===== config.mk =====
export PLATFORM = sky130hd
export DESIGN_NAME = booth_controller
export DESIGN_NICKNAME = d
export VERILOG_FILES = /design/src/rtl/booth_pkg.sv /design/src/rtl/booth_iter_counter.sv /design/src/rtl/booth_controller.sv
export SDC_FILE = /design/constraint.sdc
export NUM_CORES = 1
export LEC_CHECK = 0
export ABC_AREA = 1
export CORE_AREA = 2 2 39 41
export DETAILED_ROUTE_END_ITERATION = 8
export DIE_AREA = 0 0 41 43
export SLEW_MARGIN = 40
export SYNTH_ARGS = -nofsm -noshare
export SYNTH_HDL_FRONTEND = slang
export SYNTH_SLANG_ARGS = --single-unit

===== constraint.sdc =====
create_clock -name clk -period 1.2 [get_ports clk]
set_input_delay 0.24 -clock clk [delete_from_list [all_inputs] [get_ports clk]]
set_output_delay 0.24 -clock clk [all_outputs]
set_load 0.02 [all_outputs]

===== src/rtl/booth_pkg.sv =====
// Shared types and defaults for the radix-2 Booth multiplier sequencer.
package booth_pkg;

   localparam int BOOTH_WIDTH = 8;

   typedef enum logic [2:0] {
      ST_IDLE,
      ST_LOAD,
      ST_EVAL,
      ST_SHIFT,
      ST_DONE
   } booth_state_t;

endpackage


===== src/rtl/booth_iter_counter.sv =====
// Booth iteration counter: cleared on operand load, stepped once per shift,
// flags the final iteration.
module booth_iter_counter
   import booth_pkg::*;
#(
   parameter int WIDTH = BOOTH_WIDTH,
   parameter int CNT_W = $clog2(WIDTH)
) (
   input  logic clk,
   input  logic reset,
   input  logic clear,
   input  logic inc,
   output logic last
);

   localparam logic [CNT_W-1:0] LAST_CNT = CNT_W'(WIDTH - 1);

   logic [CNT_W-1:0] cnt;

   // Holds at the terminal value so a stray step can never wrap the count.
   always_ff @(posedge clk) begin
      if (reset || clear)
         cnt <= '0;
      else if (inc && !last)
         cnt <= cnt + 1'b1;
   end

   assign last = (cnt == LAST_CNT);

endmodule


===== src/rtl/booth_controller.sv =====
// Control FSM for a radix-2 Booth multiplier datapath: sequences operand
// load, WIDTH evaluate/shift iterations and the result handshake.
//
// state    | meaning
// ---------+---------------------------------------------------------
// ST_IDLE  | waiting for start
// ST_LOAD  | datapath loads operands, clears A and Q-1
// ST_EVAL  | add or subtract M depending on {Q0,Q-1}
// ST_SHIFT | arithmetic right shift of {A,Q,Q-1}, one iteration done
// ST_DONE  | product valid, waiting for ready
module booth_controller
   import booth_pkg::*;
#(
   parameter int WIDTH = BOOTH_WIDTH
) (
   input  logic clk,
   input  logic reset,
   input  logic start,
   input  logic ready,
   input  logic q_lsb,
   input  logic q_m1,
   output logic load,
   output logic add_en,
   output logic sub_en,
   output logic shift_en,
   output logic busy,
   output logic valid_out
);

   localparam int CNT_W = $clog2(WIDTH);

   booth_state_t state;
   logic         iter_last;
   logic         in_eval;

   booth_iter_counter #(
      .WIDTH (WIDTH),
      .CNT_W (CNT_W)
   ) u_iter_counter (
      .clk   (clk),
      .reset (reset),
      .clear (load),
      .inc   (shift_en),
      .last  (iter_last)
   );

   always_ff @(posedge clk) begin
      if (reset) begin
         state <= ST_IDLE;
      end else begin
         case (state)
            ST_IDLE:  if (start) state <= ST_LOAD;
            ST_LOAD:  state <= ST_EVAL;
            ST_EVAL:  state <= ST_SHIFT;
            ST_SHIFT: state <= iter_last ? ST_DONE : ST_EVAL;
            ST_DONE:  if (ready) state <= ST_IDLE;
            default:  state <= ST_IDLE;
         endcase
      end
   end

   assign in_eval   = (state == ST_EVAL);
   assign load      = (state == ST_LOAD);
   assign shift_en  = (state == ST_SHIFT);
   assign valid_out = (state == ST_DONE);
   assign busy      = load | in_eval | shift_en;

   // Booth recoding: 10 starts a run of ones (subtract), 01 ends one (add).
   assign sub_en = in_eval &  q_lsb & ~q_m1;
   assign add_en = in_eval & ~q_lsb &  q_m1;

endmodule


Yosys cells after proc, flatten, opt, wreduce, memory -nomap -nowiden
Index checks and enable logic that the tools add are counted.
Widths: inputs -> output; s select.
{"block": "totals", "reg_bits": 6, "inputBits": 6, "output_inout_bits": 6, "wordCells": 27}
{"block": "classes", "addsub": 1, "n_eq_ne": 7, "muxes": 4, "bitwise": 8, "n_reduce_logical": 5}
{"cell": "$pmux 3 s5", "n": 1}
{"cell": "$mux 3", "n": 3}
{"cell": "$eq 3x2->1 const B", "n": 2}
{"cell": "$eq 3x3->1 const B", "n": 2}
{"cell": "$and 1x1->1", "n": 4}
{"cell": "$ne 2x2->1 const B", "n": 2}
{"cell": "$add 3x1->3 const B", "n": 1}
{"cell": "$eq 3x1->1 const B", "n": 1}
{"cell": "$logic_not 3->1", "n": 1}
{"cell": "$not 1->1", "n": 2}
{"cell": "$or 1x1->1", "n": 2}
{"cell": "$reduce_and 2->1", "n": 1}
{"cell": "$logic_and 1x1->1", "n": 1}
{"cell": "$logic_not 1->1", "n": 1}
{"cell": "$logic_or 1x1->1", "n": 1}

Longest topological paths before layout
{"block": "depth", "depth_word": 3, "ltp_mapped": 7, "ltp_nobuf": 7}

Hierarchy
Synthesis repeated with hierarchy kept, for this count alone.
{"block": "unflattened", "hier_cells": 51, "area_unflattened_um2": 350.3}
{"mod": "booth_controller", "n_inst": 1, "cells_each": 28, "area_per_inst_um2": 191.4, "seq_area_each_um2": 60.1}
{"mod": "booth_iter_counter", "n_inst": 1, "cells_each": 23, "area_per_inst_um2": 158.9, "seq_area_each_um2": 60.1}

Least setup slack after synthesis
OpenSTA, ideal clock, no wires.
{"block": "synth_timing", "path_type": "register to output", "startpoint": "register state[2]", "endpoint": "output port add_en", "t_arrival_ps": 1011, "required_time_ps": 960, "slack_ps": -51, "path_stages_with_launch": 4, "n_path_buf": 0, "path_cell_list": "dfxtp_1 > nor2_1 > nand2_1 > nor3_1"}
{"block": "synth_between", "elab_chain_cells": 3}
{"element": "start, declared", "line_no": "booth_controller.sv:32", "source": "booth_state_t state;"}
{"element": "start signal, assigned", "line_no": "booth_controller.sv:55", "source": "ST_SHIFT: state <= iter_last ? ST_DONE : ST_EVAL;"}
{"element": "$eq 3x2->1", "line_no": "booth_controller.sv:62", "source": "assign in_eval = (state == ST_EVAL);"}
{"element": "$and 1x1->1 (2 in a row)", "line_no": "booth_controller.sv:70", "source": "assign add_en = in_eval & ~q_lsb & q_m1;"}
{"element": "end, declared", "line_no": "booth_controller.sv:23", "source": "output logic add_en,"}
Every way passes these cells.

Worst setup path after layout
{"block": "layout_timing", "startpoint": "input port q_m1", "endpoint": "output port add_en"}
{"block": "layout_between", "elab_chain_cells": 1}
{"element": "start, declared", "line_no": "booth_controller.sv:21", "source": "input logic q_m1,"}
{"element": "$and 1x1->1", "line_no": "booth_controller.sv:70"}
Every way passes these cells.

==> metrics.md <==
| Metric | Value |
|---|---|
| Layout cells sized above 1 | 43.8% |
| Hold crit path type | reg -> reg |
| Core Region | 1380 sq um |
| Design Power | 0.535 mW |
| Root buffer cell | clkbuf_4 |
| Required time of the critical path | 960 ps |
| Initial antenna violation count | 0 |
| Setup TNS | -118 ps |
| Synth area leader | dfxtp_1 |
| CP peak stage delay | 450 ps |
| Drt total wl | 692 um |
| Area Growth Syn to Fin | 75.3% |
| Crit path buf inv count | 3 |
| Final period util | 106% |
| Max-cap check violation count | 0 |
| Critical-path cell list | clkdlybuf4s50_1 > inv_1 > nor3_2 > buf_4 |
| RSZ-0062 raised after global routing | yes |
| Worst skew pair latency | 240 ps |
| GRT Util Overall | 10.6% |
| Worst Setup SP | q_m1 |
| Register area share after synthesis | 35.4% |
| CP startpoint kind | primary input |
| Nets@finish | 83 |
| Starting Density | 24.5% |
| R2R Path End | u_iter_counter.cnt[1] |
| Clk buf depth | 2 |
| Nature of the critical path endpoint | primary output |
| Critical path arrival | 1030 ps |
| Syn avg cell area | 6.78 sq um |
| Worst Hold Path EP | u_iter_counter.cnt[0] |
| Synth top area share | 35.4% |
| Post-route ant nets | 0 |
| DR pass1 iterations | 4 |
| Synth top cells by count | 10 x nor2_1, 8 x inv_1, 8 x nand2_1 |
| Fin cells | 89 |
| Flops & latches, synth | 6 |
| Global-route wire length before repair | 1.24 mm |
| Final GP Congestion | 0.714 |
| Placed cells | 83 |
| R2R setup slack | 80 ps |
| Syn_nets | 58 |
| IO Count | 12 |
| Result of the run | finished, violations left |
| Netlist Area Pre-Place | 339 sq um |
| Vias in the first global route | 320 |
| Final Hold Vio Count | 0 |
| CTS tree | yes |
| Power per cell area | 900 nW/um^2 |
| Most common cell in the netlist | nor2_1 |
| Setup WS post-layout | -72.8 ps |
| HPWL after detailed placement | 539 um |
| Final-report max-slew violation count | 0 |
| Worst Tran Pin Value | 125 ps |
| Cts bufs inserted | 3 |
| Largest net degree at the start of global routing | 8 |
| Site Rows | 14 |
| Setup-failing EPs final | 2 |
| Slowest CP cell | clkdlybuf4s50_1 |
| DIE AREA | 1760 sq um |
| Distinct cells, synth | 14 |
| Syn Inst Count | 50 |
| CP max FO | 2 |
| Met2 WL post-DR | 326 um |
| Post-Place Worst Slack | -547 ps |
| WL met3 | 39 um |
| Worst R2R Path Depth | 7 |
| Fin crit period | 1270 ps |
| Ant diodes | 0 |
| Die height | 43 um |
| EDFF count, synth | 0 |
| Avg WL per Cell | 7.78 um |
| IO Port Bufs | 11 |
| Worst rel slew slack | 91.6% |
| Max Used Layer | met3 |
| Maximum VDD drop | 0.000430 V |
| Die Wd | 41 um |
| Reg2reg start | u_iter_counter.cnt[0] |
| Hold Crit Start | u_iter_counter.cnt[0] |
| Clock transition at path regs | 40 ps |
| # DRC | 0 |
| Filler cell count | 146 |
| H-tree depth | 1 |
| DR iter-0 viols | 8 |
| Vias per cell | 4.10 |
| Top cells by area, synth | dfxtp_1 35%, nor2_1 11%, inv_1 8.9% |
| Hold Crit Depth | 2 |
| Top FF cell, synth | dfxtp_1 |
| Violated checks | negative setup slack |
| Clock Sinks | 6 |
| Leak | 0.297 nW |
| FFs w/ async S/R, synth | 0% |
| FMAX | 786 MHz |
| Layout Skew | 4.58 ps |
| Metal-1 WL | 326 um |
| CP top delay family | buffers and inverters |
| GRT Residual Overflow | 0 |
| Yosys warns | 0 |
| CTS Hold Bufs | 0 |
| Vias | 365 |
| Setup CP Type | in -> out |
tightest hold or removal path, stage by stage, from the launching register on:
cell and delay, ps:
dfxtp_1 320, nand2_1 70, a21oi_1 50
cell families (layout without fill, tap and decap cells):
group	count (synthesis)	in the layout	synth area share, %
DFF	6	6	35.4
and+or+nand+nor	30	30	42.8
adders and majority gates	2	2	7.38
buffers and inverters	9	32	9.96
AOI/OAI and AO/OA	3	3	4.43
through the flow:
stage | utilization [%] | instance area [sq um] | hold WS (ps)
after floorplan | - | 344 | 309
after global placement | 37.5 | 519 | 475
after detailed placement | 37.5 | 519 | 480
after CTS | 42.9 | 594 | 491
after global routing | 42.9 | 594 | 516
final | 42.9 | 594 | 487
worst max-delay path by stage:
stage	endpoint	slack, ps	cells after the start
3_3_place_gp	add_en	-530	4
3_5_place_dp	add_en	-550	4
6_report	add_en	-70	4
2_1_floorplan	valid_out	30	2
4_1_cts	add_en	-80	4
5_1_grt	add_en	-150	4
sequential cells by signal, indices dropped and copies added, names as in the netlist:
name                flops
state                   3
u_iter_counter.cnt      3
where the power goes:
group	leakage (nW)	switching [mW]	internal, mW
sequential	0.0510	0.0171	0.207
combinational	0.232	0.0536	0.0753
clock	0.0138	0.0697	0.113
total	0.297	0.140	0.395
routing by layer:
metal / track usage [%] / vias to the layer above
li1: - / 205
met1: 12.9 / 153
met2: 14.7 / 7
met3: 7.85 / 0
met4: 2.00 / 0
met5: 0 / -
timing repair:
action,in CTS,in global routing
resized for setup,48,2
pin swaps,3,1
endpoints found under the setup margin,6,9
buffers inserted,3,0
placed cells by master (no fill, tap or decap):
cell,netlist,routed
inv_2,0,2
ha_1,2,2
nor2_4,1,2
dlygate4sd2_1,0,1
nor3_1,3,1
o21ai_2,0,1
nor3_2,0,2
nand2_4,0,1
or2_2,1,1
a21oi_1,2,2
nand3_1,2,2
clkdlybuf4s50_1,0,4
buf_6,0,3
dfxtp_4,0,3
nand2_2,2,2
buf_4,0,12
nor2_1,10,9
nand3b_1,3,3
nand2_1,8,7
clkbuf_4,0,3
dfxtp_1,6,3
inv_1,8,7
final cells by class:
type / count / area (sq um) / area share [%]
multi-input combinational: 35 / 214 / 36.0
timing repair buffer: 20 / 173 / 29.1
sequential: 6 / 131 / 22.1
inverter: 9 / 33.8 / 5.68
clock buffer: 3 / 22.5 / 3.79
tap: 16 / 20.0 / 3.37
Note: power is estimated with default switching activity, not from simulation.
